**src/rtl/sprite_pkg.sv**
```systemverilog
// Shared types and constants for the sprite frame sequencer.
package sprite_pkg;

  typedef enum logic [1:0] {
    ST_IDLE  = 2'd0,
    ST_PLAY  = 2'd1,
    ST_PAUSE = 2'd2
  } anim_state_t;

  localparam int SPRITE_SIZE = 32;
  localparam int LUT_COORD_W = 5;

endpackage

```
**src/rtl/sprite_anim_fsm.sv**
```systemverilog
// Animation controller: play/pause FSM, display-frame tick counter and
// current frame index. Optional macro SPRITE_PINGPONG_EN selects a
// bouncing frame order instead of a wrapping one.
//
// state    | meaning
// ---------+--------------------------------------------------------
// ST_IDLE  | stopped at frame 0 after reset/restart, waiting for play
// ST_PLAY  | counting frame_ticks and advancing frames
// ST_PAUSE | holding the current frame and tick count until play
module sprite_anim_fsm
  import sprite_pkg::*;
#(
  parameter int NUM_FRAMES      = 4,
  parameter int TICKS_PER_FRAME = 6
) (
  input  logic       clk,
  input  logic       rst,
  input  logic       frame_tick,
  input  logic       play,
  input  logic       restart,
  output logic [2:0] frame_sel
);

  localparam logic [2:0] LAST_FRAME = 3'(NUM_FRAMES - 1);
  localparam logic [7:0] LAST_TICK  = 8'(TICKS_PER_FRAME - 1);

  anim_state_t state_q, state_d;
  logic [7:0]  tick_q, tick_d;
  logic [2:0]  frame_q, frame_d;
  logic [2:0]  frame_nxt;
`ifdef SPRITE_PINGPONG_EN
  logic        dir_q, dir_d, dir_nxt;   // 0 = forward, 1 = backward
`endif

  // State register.
  always_ff @(posedge clk) begin
    if (rst) state_q <= ST_IDLE;
    else     state_q <= state_d;
  end

  // Counter, frame index and direction registers.
  always_ff @(posedge clk) begin
    if (rst) begin
      tick_q  <= '0;
      frame_q <= '0;
`ifdef SPRITE_PINGPONG_EN
      dir_q   <= 1'b0;
`endif
    end else begin
      tick_q  <= tick_d;
      frame_q <= frame_d;
`ifdef SPRITE_PINGPONG_EN
      dir_q   <= dir_d;
`endif
    end
  end

  // Frame that follows the current one in the animation order.
  always_comb begin
    frame_nxt = '0;
`ifdef SPRITE_PINGPONG_EN
    dir_nxt = dir_q;
    if (NUM_FRAMES == 1) begin
      frame_nxt = '0;
    end else if (!dir_q) begin
      if (frame_q == LAST_FRAME) begin
        frame_nxt = frame_q - 3'd1;
        dir_nxt   = 1'b1;
      end else begin
        frame_nxt = frame_q + 3'd1;
      end
    end else begin
      if (frame_q == 3'd0) begin
        frame_nxt = 3'd1;
        dir_nxt   = 1'b0;
      end else begin
        frame_nxt = frame_q - 3'd1;
      end
    end
`else
    frame_nxt = (frame_q == LAST_FRAME) ? 3'd0 : frame_q + 3'd1;
`endif
  end

  // Next-state, tick counting and frame advance; restart overrides all.
  always_comb begin
    state_d = state_q;
    tick_d  = tick_q;
    frame_d = frame_q;
`ifdef SPRITE_PINGPONG_EN
    dir_d   = dir_q;
`endif
    case (state_q)
      ST_IDLE:  if (play)  state_d = ST_PLAY;
      ST_PLAY:  if (!play) state_d = ST_PAUSE;
      ST_PAUSE: if (play)  state_d = ST_PLAY;
      default:             state_d = ST_IDLE;
    endcase
    if (state_q == ST_PLAY && frame_tick) begin
      if (tick_q == LAST_TICK) begin
        tick_d  = '0;
        frame_d = frame_nxt;
`ifdef SPRITE_PINGPONG_EN
        dir_d   = dir_nxt;
`endif
      end else begin
        tick_d = tick_q + 8'd1;
      end
    end
    if (restart) begin
      state_d = ST_IDLE;
      tick_d  = '0;
      frame_d = '0;
`ifdef SPRITE_PINGPONG_EN
      dir_d   = 1'b0;
`endif
    end
  end

  assign frame_sel = frame_q;

endmodule

```
**src/rtl/sprite_frame_sequencer.sv**
```systemverilog
// Sprite frame sequencer top: animation controller plus a two-stage
// coordinate/colour pipeline (beam position -> LUT address -> colour).
// Optional macro SPRITE_PINGPONG_EN enables bouncing frame order.
module sprite_frame_sequencer
  import sprite_pkg::*;
#(
  parameter int NUM_FRAMES      = 4,
  parameter int TICKS_PER_FRAME = 6,
  parameter int SCALE_LOG2      = 2,
  parameter int SPRITE_X0       = 256,
  parameter int SPRITE_Y0       = 176
) (
  input  logic                   clk,
  input  logic                   rst,
  input  logic [9:0]             hpos,
  input  logic [9:0]             vpos,
  input  logic                   frame_tick,
  input  logic                   play,
  input  logic                   restart,
  input  logic [2:0]             pixel_in,
  output logic [LUT_COORD_W-1:0] lut_x,
  output logic [LUT_COORD_W-1:0] lut_y,
  output logic [2:0]             frame_sel,
  output logic [2:0]             color_idx,
  output logic                   sprite_on
);

  localparam int unsigned BOX_W = SPRITE_SIZE << SCALE_LOG2;
  localparam int unsigned X_LO  = SPRITE_X0;
  localparam int unsigned X_HI  = SPRITE_X0 + BOX_W;
  localparam int unsigned Y_LO  = SPRITE_Y0;
  localparam int unsigned Y_HI  = SPRITE_Y0 + BOX_W;

  logic                   in_box, in_box_q;
  logic [LUT_COORD_W-1:0] lut_x_d, lut_y_d;

  sprite_anim_fsm #(
    .NUM_FRAMES      (NUM_FRAMES),
    .TICKS_PER_FRAME (TICKS_PER_FRAME)
  ) u_fsm (
    .clk        (clk),
    .rst        (rst),
    .frame_tick (frame_tick),
    .play       (play),
    .restart    (restart),
    .frame_sel  (frame_sel)
  );

  // Box hit test and scaled LUT coordinates; zero address outside the box.
  always_comb begin
    in_box = (32'(hpos) >= X_LO) && (32'(hpos) < X_HI) &&
             (32'(vpos) >= Y_LO) && (32'(vpos) < Y_HI);
    lut_x_d = '0;
    lut_y_d = '0;
    if (in_box) begin
      lut_x_d = LUT_COORD_W'((hpos - 10'(SPRITE_X0)) >> SCALE_LOG2);
      lut_y_d = LUT_COORD_W'((vpos - 10'(SPRITE_Y0)) >> SCALE_LOG2);
    end
  end

  // Stage 1: register LUT address and box flag.
  always_ff @(posedge clk) begin
    if (rst) begin
      lut_x    <= '0;
      lut_y    <= '0;
      in_box_q <= 1'b0;
    end else begin
      lut_x    <= lut_x_d;
      lut_y    <= lut_y_d;
      in_box_q <= in_box;
    end
  end

  // Stage 2: register final colour; outside the box is background.
  always_ff @(posedge clk) begin
    if (rst) begin
      color_idx <= '0;
      sprite_on <= 1'b0;
    end else begin
      color_idx <= in_box_q ? pixel_in : 3'd0;
      sprite_on <= in_box_q && (pixel_in != 3'd0);
    end
  end

endmodule

```
**config.mk**
```make
export PLATFORM = sky130hd
export DESIGN_NAME = sprite_frame_sequencer
export DESIGN_NICKNAME = d
export VERILOG_FILES = /design/src/rtl/sprite_pkg.sv /design/src/rtl/sprite_anim_fsm.sv /design/src/rtl/sprite_frame_sequencer.sv
export SDC_FILE = /design/constraint.sdc
export NUM_CORES = 1
export LEC_CHECK = 0
export ABC_AREA = 1
export CAP_MARGIN = 25
export CORE_ASPECT_RATIO = 0.5
export CORE_MARGIN = 1
export CORE_UTILIZATION = 30
export CTS_BUF_LIST = sky130_fd_sc_hd__clkbuf_8
export CTS_CLUSTER_SIZE = 20
export DETAILED_ROUTE_END_ITERATION = 8
export GPL_ROUTABILITY_DRIVEN = 0
export PLACE_DENSITY_LB_ADDON = 0.1
export SYNTH_ARGS = -nofsm -noshare
export SYNTH_HDL_FRONTEND = slang
export SYNTH_SLANG_ARGS = --single-unit
export TNS_END_PERCENT = 50
```
**constraint.sdc**
```tcl
create_clock -name clk -period 3.3 [get_ports clk]
set_input_delay 0.66 -clock clk [delete_from_list [all_inputs] [get_ports clk]]
set_output_delay 0.66 -clock clk [all_outputs]
set_load 0.01 [all_outputs]
```
==> results of run 1 <==
[cell type report]
cell class              count  area [µm²]  area share, %
clock buffers               4       55.05          3.205
well taps                  51       63.81          3.714
multi-input cells          91       514.2          29.93
flip-flops and latches     28       560.5          32.63
repair buffers             42       420.4          24.47
inverters                  27       103.9          6.045
[Yosys cell counts]
library cell                n  area [µm²]
sky130_fd_sc_hd__inv_1     23       86.33
sky130_fd_sc_hd__xnor2_1    1       8.760
sky130_fd_sc_hd__nand3b_1   1       7.510
sky130_fd_sc_hd__o21a_1     1       7.510
sky130_fd_sc_hd__o21ai_0    1       5.000
sky130_fd_sc_hd__dfxtp_1   28       560.5
sky130_fd_sc_hd__ha_1       5       62.56
sky130_fd_sc_hd__nor3_1     1       5.000
sky130_fd_sc_hd__o21ai_1    1       5.000
sky130_fd_sc_hd__inv_4      1       6.260
sky130_fd_sc_hd__nand3_4    1       17.52
sky130_fd_sc_hd__nor3b_2    1       12.51
sky130_fd_sc_hd__nor2_2    10       62.56
sky130_fd_sc_hd__or2_1      1       6.260
sky130_fd_sc_hd__xor2_1     4       35.03
sky130_fd_sc_hd__buf_2      1       5.000
sky130_fd_sc_hd__nand2_1   19       71.32
sky130_fd_sc_hd__inv_2      3       11.26
sky130_fd_sc_hd__a21oi_1    5       25.02
sky130_fd_sc_hd__buf_6      1       11.26
sky130_fd_sc_hd__nor2_1    22       82.58
sky130_fd_sc_hd__nand2_2    1       6.260
sky130_fd_sc_hd__nor2_4     2       22.52
sky130_fd_sc_hd__nand3_1   13       65.06
sky130_fd_sc_hd__a31oi_1    1       6.260
[power by group through the flow]
stage	clock (mW)	sequential, mW	combinational (mW)
after floorplan	0	0.350	0.0195
after global placement	0	0.349	0.0564
after detailed placement	0	0.349	0.0566
after CTS	0.221	0.341	0.0568
after global routing	0.233	0.342	0.0628
final	0.210	0.341	0.0560
[per-layer routing]
| layer | routed length (µm) | up-vias | GRT usage (%) |
|---|---|---|---|
| li1 | - | 539 | - |
| met1 | 954 | 455 | 12.51 |
| met2 | 1055 | 19 | 21.36 |
| met3 | 140 | 5 | 4.455 |
| met4 | 40 | 0 | 5.714 |
| met5 | 0 | - | 0 |
[sequential cells by signal (all words and copies together), names as in the netlist]
name / cells
color_idx: 3
lut_x: 5
lut_y: 5
in_box_q: 1
sprite_on: 1
u_fsm.state_q: 2
u_fsm.frame_sel: 3
u_fsm.tick_q: 8
[tightest hold or removal path, stage by stage, from the launching register on]
cell,delay (ns)
sky130_fd_sc_hd__dfxtp_1,0.33
sky130_fd_sc_hd__nand3_1,0.08
sky130_fd_sc_hd__inv_1,0.03
[how the worst max path moves through the flow]
stage | endpoint | slack (ns) | cells after the start
6_report | lut_y[0] | 1.33 | 7
5_1_grt | lut_x[0] | 1.16 | 8
4_1_cts | lut_y[0] | 1.32 | 7
3_5_place_dp | lut_y[0] | 1.03 | 7
3_3_place_gp | lut_y[0] | 1.02 | 7
2_1_floorplan | lut_y[4] | 1.83 | 7
[cell families after synthesis]
family / count (synthesis) / share of synthesized area, %
xor gates and xnor gates: 5 / 3.665
DFF: 28 / 46.91
adders and majority gates: 5 / 5.236
AOI/OAI and AO/OA: 9 / 4.083
buffers and inverters: 29 / 10.05
and+or+nand+nor: 72 / 30.05
[stage by stage]
stage / worst slack [ns] / instances
after floorplan: 1.825 / 148
after CTS: 1.323 / 243
after detailed placement: 1.026 / 239
after global routing: 1.156 / 243
final: 1.330 / 243
after global placement: 1.017 / 239
==> results.yml, run 1 <==
power_and_ir_drop:
  intPower_uw: 481.6
  vdd_ir_drop_max_uv: 139.6
  switching_power_uw: 125.1
  static-leakage-power_nw: 0.7070
  power.share.combinational_pct: 9.2
  power.share.sequential_pct: 56.2
  total_power_uw: 606.7
  share_clk_of_total_power_pct: 34.5
  power_density_mw_per_mm2: 353.2
  power.switching_fraction_pct: 20.62
worst_setup_path:
  critical-path-slowest-cell: "sky130_fd_sc_hd__clkdlybuf4s50_1"
  worst_path_dominant_cell_family: "simple AND/OR/NAND/NOR gates"
  timing.critical_path.to_type: "flop"
  cp_slowest_stage_delay_ns: 0.46
  critPathRequiredTime_ns: 3.46
  cp_max_fo: 11
  crit_path_start_kind: "input port"
  worstPathArrival_ns: 2.13
  critPathKind: "in -> reg"
  critPathLaunch: "vpos[4]"
  reg2reg_slack_ns: 1.99
  worst-path-buf-inv: 1
  r2r.worst_path.cells: 6
  rr_startpoint: "u_fsm.tick_q[0]"
  critical_path.cell_chain: "clkdlybuf4s50_1, ha_1, nor2_1, o21a_1, nand2_1, nand2_1, nor2_1"
  critical_path.reg2reg.endpoint: "u_fsm.tick_q[3]"
detailed_routing:
  drt_first_iter_violations: 9
  postRouteWirelength_um: 2191
  average_via_count_per_standard_cell: 4.189
  route.detailed.wl_per_inst_um: 9.016
  post_detailed_route_drc_marker_count: 0
  vias: 1018
  detailedRoute.firstPassIterationCount: 3
  drt.antenna.violating_nets: 0
hold_path:
  hp-class: "reg -> reg"
  whs_endpoint: "u_fsm.frame_sel[2]"
  timing.hold.worst.start: "u_fsm.frame_sel[2]"
  worstHoldPathCells: 2
synthesis:
  synthDistinctLibCells: 25
  post_synthesis_cells: 148
  syn_nets: 181
  sequential_area_share_after_synthesis_pct: 46.91
  post_synth_instance_area_mm2: 0.001195
  syn_warnings: 0
  average_size_of_a_mapped_cell_um2: 8.074
  ys_seq_elements: 28
clock_network:
  clk_latency_ns: 0.27
  clock_tree.htree_level_count: 1
  ctsHoldBuffers: 0
  post-cts-setup-buffers: 0
  numCtsBuffers: 3
  cts.reportedPaths.clkPinSlew_ns: 0.09
  ctsLongestPathBuffers: 2
  cts_tree: "built"
  clock_tree.root_cell: "sky130_fd_sc_hd__clkbuf_8"
  cts_resized: 0
  clock_sink_count: 28
sta:
  finalSetupViolations: 0
  slew_at_the_pin_with_the_worst_max_slew_slack_ns: 0.5485
  final_setup_skew_ns: 0.005396
  hold_slack_ns: 0.4787
  share_of_the_clock_period_used_by_the_worst_path_pct: 59.71
  timing.final.max_slew_violations: 0
  final_hold_viol_count: 0
  timing.setup.tns_ns: 0
  rsz0062_at_grt: "no"
  achievable-frequency_ghz: 0.5075
  timing.max_slew.rel_slack_pct: 63.35
  period_minus_slack_ns: 1.970
global_route:
  grt_usage_pct: 11.68
  globalRouteOverflowTotal: 0
  vias_in_the_first_global_route: 879
  grt_start_max_net_pins: 16
  number_of_antenna_violations_at_the_first_check_in_global_routing: 0
  grt_first_pass_wirelength_um: 3726
placement:
  port_buffers: 42
  post_detail_place_hpwl_um: 1733
  placedInstanceArea_mm2: 0.001663
die:
  die_area_mm2: 0.004255
  die-width_um: 91.25
  pin_count: 45
  initial_utilization_pct: 32.99
  design.core.area_mm2: 0.003622
  die_y_um: 46.63
  core.rowCount: 15
run_status:
  result_of_the_run: "complete, no violations"
finish:
  final_cell_mix: "42 x sky130_fd_sc_hd__clkdlybuf4s50_1, 28 x sky130_fd_sc_hd__dfxtp_1, 23 x sky130_fd_sc_hd__inv_1"
  layout_commonest_cell: "sky130_fd_sc_hd__clkdlybuf4s50_1"
  num-fill-cells: 382
  area.growth.synth_to_final_pct: 43.77
  diodes: 0
  fin_nets: 226
  fin_area_mm2: 0.001718
  utilization_pct: 47.43
  final_layout_size_suffix_gt1_share_pct: 11.98
run:
  total_of_max_cap_violations: 0
Note: power is estimated with default switching activity, not from simulation.
==> inputs of run 2 (changes only) <==
Clock period 3.3 ns to 1.8 ns, I/O delays scaled along.
==> run 2 against run 1 <==
  * Sequential share of layout area shrank 0.40 points
  * Worst setup slack worse by 1.1 ns
  * Clock-buffer cell count fell by 1
  * Final area up 1.2%
  * Cell count increased by 0.82%
  * Global-route usage down 0.65 points
  * Core utilization is 0.59 points higher
  * Largest cell class unchanged
  * Largest power group unchanged
  * Highest routed layer is now met3
==> results.yml, run 2 (same netlist as run 1, synthesis figures left out) <==
run_status:
  result_of_the_run: "complete, no violations"
clock_network:
  ctsHoldBuffers: 0
  clock_tree.htree_level_count: 1
  clock_tree.root_cell: "sky130_fd_sc_hd__clkbuf_8"
  clk_latency_ns: 0.26
  cts_tree: "built"
  ctsLongestPathBuffers: 2
  numCtsBuffers: 3
  clock_sink_count: 28
  cts.reportedPaths.clkPinSlew_ns: 0.09
  cts_resized: 0
  post-cts-setup-buffers: 0
die:
  die_y_um: 46.63
  die-width_um: 91.25
  design.core.area_mm2: 0.003622
  core.rowCount: 15
  die_area_mm2: 0.004255
  pin_count: 45
  initial_utilization_pct: 32.99
global_route:
  globalRouteOverflowTotal: 0
  vias_in_the_first_global_route: 833
  grt_start_max_net_pins: 15
  grt_usage_pct: 11.03
  grt_first_pass_wirelength_um: 3560
  number_of_antenna_violations_at_the_first_check_in_global_routing: 0
finish:
  diodes: 0
  num-fill-cells: 352
  final_cell_mix: "42 x sky130_fd_sc_hd__clkdlybuf4s50_1, 28 x sky130_fd_sc_hd__dfxtp_1, 23 x sky130_fd_sc_hd__inv_1"
  largest-register: "u_fsm.tick_q"
  flip_flop_count_of_the_largest_register_after_layout: 8
  final_layout_size_suffix_gt1_share_pct: 12.89
  number_of_cells_in_the_finished_layout_apart_from_fillers: 245
  multi_input_comb_area_um2: 514.2
  fin_nets: 229
  largestRegisters: "u_fsm.tick_q (8), lut_x (5), lut_y (5)"
  sequential_cell_area_um2: 560.5
  area.growth.synth_to_final_pct: 45.55
  layout_commonest_cell: "sky130_fd_sc_hd__clkdlybuf4s50_1"
power_and_ir_drop:
  vdd_ir_drop_max_uv: 279.5
  power_density_mw_per_mm2: 604.7
  static-leakage-power_nw: 0.7198
detailed_routing:
  route.detailed.wl_per_inst_um: 8.731
  detailedRoute.firstPassIterationCount: 2
  postRouteWirelength_um: 2139
  routed.top_layer: "met3"
  drt_first_iter_violations: 9
  drt-met1-wl_um: 968
  met2_length_um: 1046
  average_via_count_per_standard_cell: 3.988
  drt.antenna.violating_nets: 0
  vias: 977
  dr_wl_met3_um: 124
  post_detailed_route_drc_marker_count: 0
sta:
  timing.max_slew.rel_slack_pct: 82.49
  period_minus_slack_ns: 1.569
  timing.final.max_slew_violations: 0
  achievable-frequency_ghz: 0.6375
  final_hold_viol_count: 0
  final_setup_skew_ns: 0.002693
  timing.setup.tns_ns: 0
  rsz0062_at_grt: "no"
  finalSetupViolations: 0
  share_of_the_clock_period_used_by_the_worst_path_pct: 87.15
  slew_at_the_pin_with_the_worst_max_slew_slack_ns: 0.2627
worst_setup_path:
  critical_path.cell_chain: "clkdlybuf4s50_1"
  critical-path-slowest-cell: "sky130_fd_sc_hd__clkdlybuf4s50_1"
  cp_slowest_stage_delay_ns: 0.56
  critPathKind: "reg -> out"
  worstPathArrival_ns: 1.21
  cp_max_fo: 4
  worst_path_dominant_cell_family: "buffers and inverters"
  timing.critical_path.to_type: "primary output"
  critPathRequiredTime_ns: 1.44
  crit_path_start_kind: "flop"
  worst-path-buf-inv: 1
hold_path:
  hp-class: "reg -> reg"
placement:
  port_buffers: 42
  placed_cells: 242
  post_detail_place_hpwl_um: 1741
run:
  total_of_max_cap_violations: 0
run 2: where the power goes:
group          switching [mW]  internal [mW]  total (mW)  leakage (nW)
clock network           0.172          0.150       0.321        0.0216
logic                  0.0384         0.0666       0.105         0.472
registers             0.00251          0.623       0.625         0.226
total                   0.213          0.839        1.05         0.720
run 2: path summary, 6_finish.rpt:
check                                           to          startpoint  slack [ns]  cells past startpoint
worst max-delay path                  frame_sel[0]  u_fsm.frame_sel[0]        0.23                      1
worst min-delay path            u_fsm.frame_sel[2]  u_fsm.frame_sel[2]        0.48                      2
worst max register to register     u_fsm.tick_q[3]     u_fsm.tick_q[0]        0.52                      6
worst min register to register  u_fsm.frame_sel[2]  u_fsm.frame_sel[2]        0.48                      2
run 2: layout make-up:
cell class / instances / area share [%]
Sequential cell: 28 / 32.23
Multi-Input combinational cell: 91 / 29.57
Timing Repair Buffer: 45 / 26.19
Inverter: 27 / 5.971
Tap cell: 51 / 3.669
Clock buffer: 3 / 2.374
run 2: stage by stage:
step / power (mW) / worst slack (ns) / cell area [µm²] / hold slack [ns] / util (%)
floorplan: 0.6766 / 0.6252 / 1195 / 0.4269 / -
global placement: 0.7462 / 0.04705 / 1698 / 0.4776 / 46.87
detailed placement: 0.7466 / 0.04268 / 1698 / 0.4690 / 46.87
CTS: 1.079 / 0.2093 / 1739 / 0.4871 / 48.01
global route: 1.116 / 0.1860 / 1739 / 0.5058 / 48.01
finish: 1.052 / 0.2313 / 1739 / 0.4790 / 48.01
run 2: per-layer routing:
layer	track usage, %	vias to the layer above
met5	0	-
li1	-	541
met1	12.87	415
met4	3.810	0
met2	19.24	21
met3	4.290	0
